==> src/rtl/des_key_schedule.sv <==
// des_key_schedule
//   Produces the sixteen 48-bit DES round subkeys from a 64-bit key, one per
//   valid/ready handshake, in encrypt (K1..K16) or decrypt (K16..K1) order.
//   DES bit numbering: key bit i is key_in[65-i], subkey bit i is subkey[49-i],
//   so subkey[48:43] is the 6-bit slice that meets sbox1.
//
//   Ports
//     clk, rst        clock, synchronous active-high reset
//     start, decrypt  schedule request and order select (sampled in IDLE)
//     key_in[64:1]    DES key (parity bits unused unless checking is enabled)
//     busy            schedule in progress
//     subkey_valid    subkey / key_idx valid
//     subkey_ready    consumer accepts the current subkey
//     subkey[48:1]    round subkey
//     key_idx[3:0]    index n of K_n on subkey, 16 encoded as 0
//     done            one-cycle pulse after the 16th handshake
//     parity_err      one-cycle pulse after a start with a bad-parity key
//
//   Parameter SUBKEY_REG: 0 = PC-2 combinational from C/D,
//                         1 = registered PC-2 of next C/D (same port timing).
//   Macro DES_KEY_PARITY_EN: when defined, start is refused unless every key
//   byte has odd parity; otherwise parity_err is tied low.

module des_key_schedule #(
  parameter int SUBKEY_REG = 0
) (
  input  logic        clk,
  input  logic        rst,
  input  logic        start,
  input  logic        decrypt,
  input  logic [64:1] key_in,
  output logic        busy,
  output logic        subkey_valid,
  input  logic        subkey_ready,
  output logic [48:1] subkey,
  output logic [3:0]  key_idx,
  output logic        done,
  output logic        parity_err
);

  typedef enum logic {IDLE, GEN} state_t;

  localparam int PC1_TAB [56] = '{
    57, 49, 41, 33, 25, 17,  9,
     1, 58, 50, 42, 34, 26, 18,
    10,  2, 59, 51, 43, 35, 27,
    19, 11,  3, 60, 52, 44, 36,
    63, 55, 47, 39, 31, 23, 15,
     7, 62, 54, 46, 38, 30, 22,
    14,  6, 61, 53, 45, 37, 29,
    21, 13,  5, 28, 20, 12,  4
  };

  localparam int PC2_TAB [48] = '{
    14, 17, 11, 24,  1,  5,
     3, 28, 15,  6, 21, 10,
    23, 19, 12,  4, 26,  8,
    16,  7, 27, 20, 13,  2,
    41, 52, 31, 37, 47, 55,
    30, 40, 51, 45, 33, 48,
    44, 49, 39, 56, 34, 53,
    46, 42, 50, 36, 29, 32
  };

  // {C,D} is held as [55:0] with DES C/D bit j at position 56-j.
  function automatic logic [55:0] pc1(input logic [64:1] k);
    logic [55:0] r;
    r = '0;
    for (int i = 0; i < 56; i++) r[55-i] = k[65-PC1_TAB[i]];
    return r;
  endfunction

  function automatic logic [47:0] pc2(input logic [55:0] cd);
    logic [47:0] r;
    r = '0;
    for (int i = 0; i < 48; i++) r[47-i] = cd[56-PC2_TAB[i]];
    return r;
  endfunction

  function automatic logic [27:0] rotl28(input logic [27:0] x, input logic two);
    return two ? {x[25:0], x[27:26]} : {x[26:0], x[27]};
  endfunction

  function automatic logic [27:0] rotr28(input logic [27:0] x, input logic two);
    return two ? {x[1:0], x[27:2]} : {x[0], x[27:1]};
  endfunction

  // Rounds 1, 2, 9 and 16 rotate by one; every other round by two.
  function automatic logic two_shift(input logic [4:0] round);
    return !(round == 5'd1 || round == 5'd2 || round == 5'd9 || round == 5'd16);
  endfunction

  state_t      state;
  logic [27:0] c, d, c_nx, d_nx;
  logic [4:0]  count;
  logic        dec_q;
  logic [55:0] pc1_key;
  logic        parity_ok, load, hs, last;

`ifdef DES_KEY_PARITY_EN
  logic parity_err_q;

  assign parity_ok = (^key_in[64:57]) & (^key_in[56:49]) & (^key_in[48:41]) &
                     (^key_in[40:33]) & (^key_in[32:25]) & (^key_in[24:17]) &
                     (^key_in[16:9])  & (^key_in[8:1]);

  always_ff @(posedge clk) begin
    if (rst) parity_err_q <= 1'b0;
    else     parity_err_q <= (state == IDLE) && start && !parity_ok;
  end

  assign parity_err = parity_err_q;
`else
  logic unused_parity_bits;

  assign unused_parity_bits = ^{key_in[57], key_in[49], key_in[41], key_in[33],
                                key_in[25], key_in[17], key_in[9],  key_in[1]};
  assign parity_ok  = 1'b1;
  assign parity_err = 1'b0;
`endif

  assign pc1_key = pc1(key_in);
  assign load    = (state == IDLE) && start && parity_ok;
  assign hs      = (state == GEN) && subkey_valid && subkey_ready;
  assign last    = (count == 5'd16);

  // Encrypt loads C1/D1 directly; decrypt loads C0/D0, which equals C16/D16.
  always_comb begin
    c_nx = c;
    d_nx = d;
    if (load) begin
      if (decrypt) begin
        c_nx = pc1_key[55:28];
        d_nx = pc1_key[27:0];
      end else begin
        c_nx = rotl28(pc1_key[55:28], 1'b0);
        d_nx = rotl28(pc1_key[27:0], 1'b0);
      end
    end else if (hs && !last) begin
      if (dec_q) begin
        c_nx = rotr28(c, two_shift(5'd17 - count));
        d_nx = rotr28(d, two_shift(5'd17 - count));
      end else begin
        c_nx = rotl28(c, two_shift(count + 5'd1));
        d_nx = rotl28(d, two_shift(count + 5'd1));
      end
    end
  end

  always_ff @(posedge clk) begin
    if (rst) begin
      state        <= IDLE;
      c            <= '0;
      d            <= '0;
      count        <= '0;
      dec_q        <= 1'b0;
      busy         <= 1'b0;
      subkey_valid <= 1'b0;
      done         <= 1'b0;
    end else begin
      c    <= c_nx;
      d    <= d_nx;
      done <= 1'b0;
      case (state)
        IDLE: begin
          if (load) begin
            state        <= GEN;
            count        <= 5'd1;
            dec_q        <= decrypt;
            busy         <= 1'b1;
            subkey_valid <= 1'b1;
          end
        end
        GEN: begin
          if (hs) begin
            if (last) begin
              state        <= IDLE;
              busy         <= 1'b0;
              subkey_valid <= 1'b0;
              done         <= 1'b1;
            end else begin
              count <= count + 5'd1;
            end
          end
        end
        default: state <= IDLE;
      endcase
    end
  end

  // (17 - count) mod 16 == (1 - count) mod 16
  assign key_idx = dec_q ? (4'd1 - count[3:0]) : count[3:0];

  generate
    if (SUBKEY_REG != 0) begin : g_subkey_reg
      logic [47:0] subkey_q;
      always_ff @(posedge clk) begin
        if (rst) subkey_q <= '0;
        else     subkey_q <= pc2({c_nx, d_nx});
      end
      assign subkey = subkey_q;
    end else begin : g_subkey_comb
      assign subkey = pc2({c, d});
    end
  endgenerate

endmodule

==> config.mk <==
export PLATFORM = sky130hd
export DESIGN_NAME = des_key_schedule
export DESIGN_NICKNAME = d
export VERILOG_FILES = /design/src/rtl/des_key_schedule.sv
export SDC_FILE = /design/constraint.sdc
export NUM_CORES = 1
export LEC_CHECK = 0
export ABC_AREA = 0
export CAP_MARGIN = 20
export CORE_MARGIN = 8
export CORE_UTILIZATION = 52
export CTS_CLUSTER_SIZE = 12
export DETAILED_ROUTE_END_ITERATION = 10
export GPL_TIMING_DRIVEN = 0
export PLACE_DENSITY = 0.82
export SLEW_MARGIN = 40
export SYNTH_ARGS = -nofsm -noshare
export SYNTH_HDL_FRONTEND = slang
export SYNTH_SLANG_ARGS = --single-unit
==> constraint.sdc <==
create_clock -name clk -period 2.9 [get_ports clk]
set_clock_uncertainty 0.2 [all_clocks]
set_input_delay 0.58 -clock clk [delete_from_list [all_inputs] [get_ports clk]]
set_output_delay 0.58 -clock clk [all_outputs]
set_load 0.02 [all_outputs]
* After elaboration in Yosys (flattened, before gate mapping)
Cells that the tools add are included.
** Word-level totals
- Register bits after elaboration :: 65
- Input bits :: 69
** Cells by class
- Add/sub/neg operators :: 3
- Eq/ne operators :: 13
- Multiplexer cells :: 26
- Bitwise operators :: 2
- Reductions and logical operators :: 16
** Operator list (number)
- $mux 28 :: 12
- $eq 5x5->1 const B :: 3
- $mux 5 :: 3
- $eq 5x1->1 const B :: 2
- $eq 5x2->1 const B :: 2
- $eq 5x4->1 const B :: 2
- $pmux 5 s2 :: 1
- $mux 1 :: 7
- $logic_or 1x1->1 :: 6
- $reduce_and 3->1 :: 2
- $add 5x1->5 const B :: 1
- $sub 5x5->5 const A :: 1
- $logic_and 1x1->1 :: 4
- $mux 4 :: 1
- $ne 2x1->1 const B :: 2
- $ne 2x2->1 const B :: 2
- $pmux 1 s2 :: 2
- $sub 1x4->4 const A :: 1
- $reduce_or 3->1 :: 1
- $not 1->1 :: 2
- $reduce_and 2->1 :: 1
- $reduce_bool 2->1 :: 1
- $logic_not 1->1 :: 1

* Depth between registers and ports, before layout
- Word-level depth :: 9
- Mapped depth :: 11
- Gate-level depth less buffers :: 8

* Worst setup path after synthesis
OpenSTA, ideal clock, no wires.
- Kind :: reg-to-reg
- From :: register count[1]
- To :: register c[10]
- Arrival time :: 2367 ps
- Required time :: 2634 ps
- Path slack :: 267 ps
- Stages on the path, launching flop included :: 9
- Buffers on the path :: 1
- Period minus slack after synthesis :: 2633 ps
- Path through :: dfxtp_1 -> ha_1 -> nand3_1 -> xnor2_1 -> mux2_2 -> nor3_4 -> clkbuf_1 -> a221oi_1 -> a21oi_2
** On the way
- Word-level cells in the longest chain between the ends :: 9
- Elaborated cells between the ends (all ways) :: 25
** RTL lines
- from (decl) :: RTL line 95 : logic [4:0] count;
- from (signal assigned) :: RTL line 182 : count <= count + 5'd1;
- $add 5x1->5 / $sub 5x5->5 (equally long branches) :: RTL line 144, 141
- $eq 5x1->1 / $eq 5x2->1 (equally long branches) :: RTL line 90 : return !(round == 5'd1 || round == 5'd2 || round == 5'd9 || round == 5'd16);
- $logic_or 1x1->1 (3 in a row) :: RTL line 90
- $mux 28 (on tied branches) :: RTL line 81, 85
- $mux 28 :: RTL line 140 : if (dec_q) begin
- $mux 28 :: RTL line 139 : end else if (hs && !last) begin
- $mux 28 :: RTL line 131 : if (load) begin
- to (signal assigned) :: RTL line 161 : c <= c_nx;
- to (decl) :: RTL line 94 : logic [27:0] c, d, c_nx, d_nx;
Parallel ways exist; a longest one is shown, timed or not. The select of a mux whose other input is x is not followed.
A chain may end at the register's enable or synchronous reset.

* Worst setup path in the final report
- From :: register count[1]
- To :: register d[14]
** On the way
- Word-level cells in the longest chain between the ends :: 9
- Elaborated cells between the ends (all ways) :: 25
** RTL lines
- $add 5x1->5 / $sub 5x5->5 (equally long branches) :: RTL line 145, 142
- $eq 5x1->1 / $eq 5x2->1 (equally long branches) :: RTL line 90
- $logic_or 1x1->1 (3 in a row) :: RTL line 90
- $mux 28 (on tied branches) :: RTL line 81, 85
- $mux 28 :: RTL line 140
- $mux 28 :: RTL line 139
- $mux 28 :: RTL line 131
- to (signal assigned) :: RTL line 162 : d <= d_nx;
- to (decl) :: RTL line 94
Parallel ways exist; a longest one is shown, timed or not. The select of a mux whose other input is x is not followed.

==> impl_metrics.toml <==
[outcome]
status = "complete, no violations"

[yosys]
async_reset_ff_share_pct = 0
syn-cell-area_mm2 = 0.00577
synth_area_leaders = "dfxtp_1 23%, mux2_4 10%, mux2i_1 9.9%"
yosysSeqAreaShare_pct = 22.6
synth_edf_count = 0
ys_seq_elements = 65
ys.flop_type = "dfxtp_1"
synthCells = 643
syn_nets = 718
synth.avg_cell_area_um2 = 8.97
ys_warn_count = 0
yosys.area.top_type_share_pct = 22.6
yosysUniqueCellTypes = 49
yosys.area.top_type = "dfxtp_1"

[setup_path]
setup.worst_path.end_class = "register"
cp_max_fo = 10
r2r_slack_ns = 0.10
r2r_end = "d[14]"
start_kind = "register"
arrival_ns = 2.86
worst-setup-path-type = "reg2reg"
r2r_cells = 8
rr_startpoint = "count[1]"
cp.required_ns = 2.96

[timing]
fin_crit_ns = 2.80
finalHoldViolations = 0
relSlewSlack_pct = 48.5
finalSetupTns_ns = 0
whs_ns = 0.326
layout_setup_ws_ns = 0.104
tightest_slew_ns = 0.773
final.period_utilization_pct = 96.4
final_max_slew_viol_count = 0
fmax_ghz = 0.358
setup_viol_count_final = 0

[final_layout]
postLayoutCellArea_mm2 = 0.00736
antenna_cells = 0
area.growth.synth_to_final_pct = 27.7
nets = 845
utilization_pct = 67.9
layout_common_cells = "111 x clkdlybuf4s50_1, 68 x a21oi_1, 64 x dfxtp_1"
layout-drive-gt1-share_pct = 32.1
final_common_cell = "clkdlybuf4s50_1"

[clocking]
clock_sinks = 65
cts_max_level = 3
clkSlewWorstSetupHoldPaths_ns = 0.08
clockBufferDepth = 2
cts_buffers = 9
cts_tree = "built"
cts_root_buf = "clkbuf_8"
clk_latency_ns = 0.36

[floorplanning]
io-pin-count = 125
start_util_pct = 53.2
dieWidth_um = 121
die-area_mm2 = 0.0147
core_region_area_mm2 = 0.0108
row_count = 38
die_h_um = 121

[min_path]
min-delay-path-class = "reg2reg"
holdPathEnd = "state"
holdPathStages = 2
min_from = "state"

[global_route]
grt_pass1_vias = 5609
grt_usage_pct = 22.6
busiest_layer = "met2"
antenna_found_initial = 0
met1_usage_pct = 27.8
grt_use_met3_pct = 5.12
use_met2_pct = 38.2
globalRouteOverflowTotal = 0
grt_max_degree = 13
grt_first_pass_wirelength_mm = 27.6

[route]
vias = 5513
post-route-drc-count = 0
dr.pass1.iters = 5
avgViaCountPerCell = 6.03
wire_per_inst_um = 19.0
routed_wl_mm = 17.4
drtIter0Drc = 343
drtAntennaViolNets = 0

[place]
pre_cts_ws_ns = -0.281
io_buffers = 113
dpl.hpwl_mm = 12.7
place_area_mm2 = 0.00707
gp_congestion = 0.890

[flow_run]
drv_cap = 0

[pwr]
powerDensity_mw_per_mm2 = 408
peakVddDrop_uv = 285
leakage_nw = 2.97
-- repair_timing --
action | 4_1_cts | 5_1_grt
endpoints found under the setup margin | 52 | 42
hold buffers | 0 | 0
buffers inserted | 2 | 0
gates resized for setup | 11 | 18
endpoints found under the hold margin | 0 | 0
pin swaps | 1 | 0
-- state kept, by name, summed over array words and instances (netlist names) --
| signal | cells |
|---|---|
| c | 28 |
| state | 1 |
| count | 5 |
| done | 1 |
| dec_q | 1 |
| d | 28 |
| subkey_valid | 1 |
-- critical path, cell delays in order (launching register included) --
cell	delay, ns
dfxtp_2	0.43
ha_2	0.29
nand3_1	0.14
xnor2_2	0.24
mux2_2	0.41
nor4_1	0.33
clkbuf_4	0.31
a221oi_1	0.12
a211oi_1	0.23
-- where the power goes --
part / switching [W] / total (W) / internal, W
clock: 0.000406 / 0.000806 / 0.000401
combinational: 0.000529 / 0.00111 / 0.000577
sequential: 0.000124 / 0.00109 / 0.000970
-- cells in the mapped netlist, types with 2 or more instances --
cell	n
a21oi_1	68
a221oi_1	56
a21oi_2	41
mux2_4	40
mux2i_1	57
nand2_2	40
nor2_1	19
o21ai_0	50
xnor2_1	3
nor4_1	2
buf_2	5
buf_6	5
buf_1	4
clkbuf_1	32
nand2_1	21
a211oi_1	12
inv_1	5
nand3_1	5
nand2b_1	2
mux2_2	11
ha_1	6
xor2_1	3
buf_4	53
mux2_1	6
buf_12	4
dfxtp_1	65
clkbuf_8	6
-- routing by layer --
metal	wire length (um)	part of all wire, %
met5	0	0
met4	170	0.98
met3	1530	8.8
met2	8300	48
met1	7370	42
-- per-stage QoR --
step	cells	total power, W
after floorplan	643	0.00181
after global placement	896	0.00216
after detailed placement	896	0.00219
after CTS	914	0.00298
after global routing	915	0.00313
final	915	0.00300
-- layout make-up --
class                      count  area [um2]
multi-input combinational    462        3690
fill                         891        3480
sequential                    65        1300
timing repair buffer         116        1150
buffer                       111         820
tap                          140         175
clock buffer                  10         128
clock inverter                 6        68.8
inverter                       5        18.8
-- worst max path at each step --
| stage | startpoint | to | cells past startpoint |
|---|---|---|---|
| 2_1_floorplan | count[1] | c[10] | 8 |
| 3_3_place_gp | start | c[12] | 8 |
| 3_5_place_dp | start | c[9] | 8 |
| 4_1_cts | count[1] | d[14] | 8 |
| 5_1_grt | count[1] | c[20] | 8 |
| 6_report | count[1] | d[14] | 8 |
-- logic make-up after synthesis --
kind of cell / share of synthesized area [%]
compound gates: 27.9
xor+xnor: 0.912
fa+ha+maj: 1.30
buf+inv: 14.2
flops: 22.6
mux: 23.6
other cells: 0.0650
simple gates: 9.48
(Power assumes the default switching activity.)
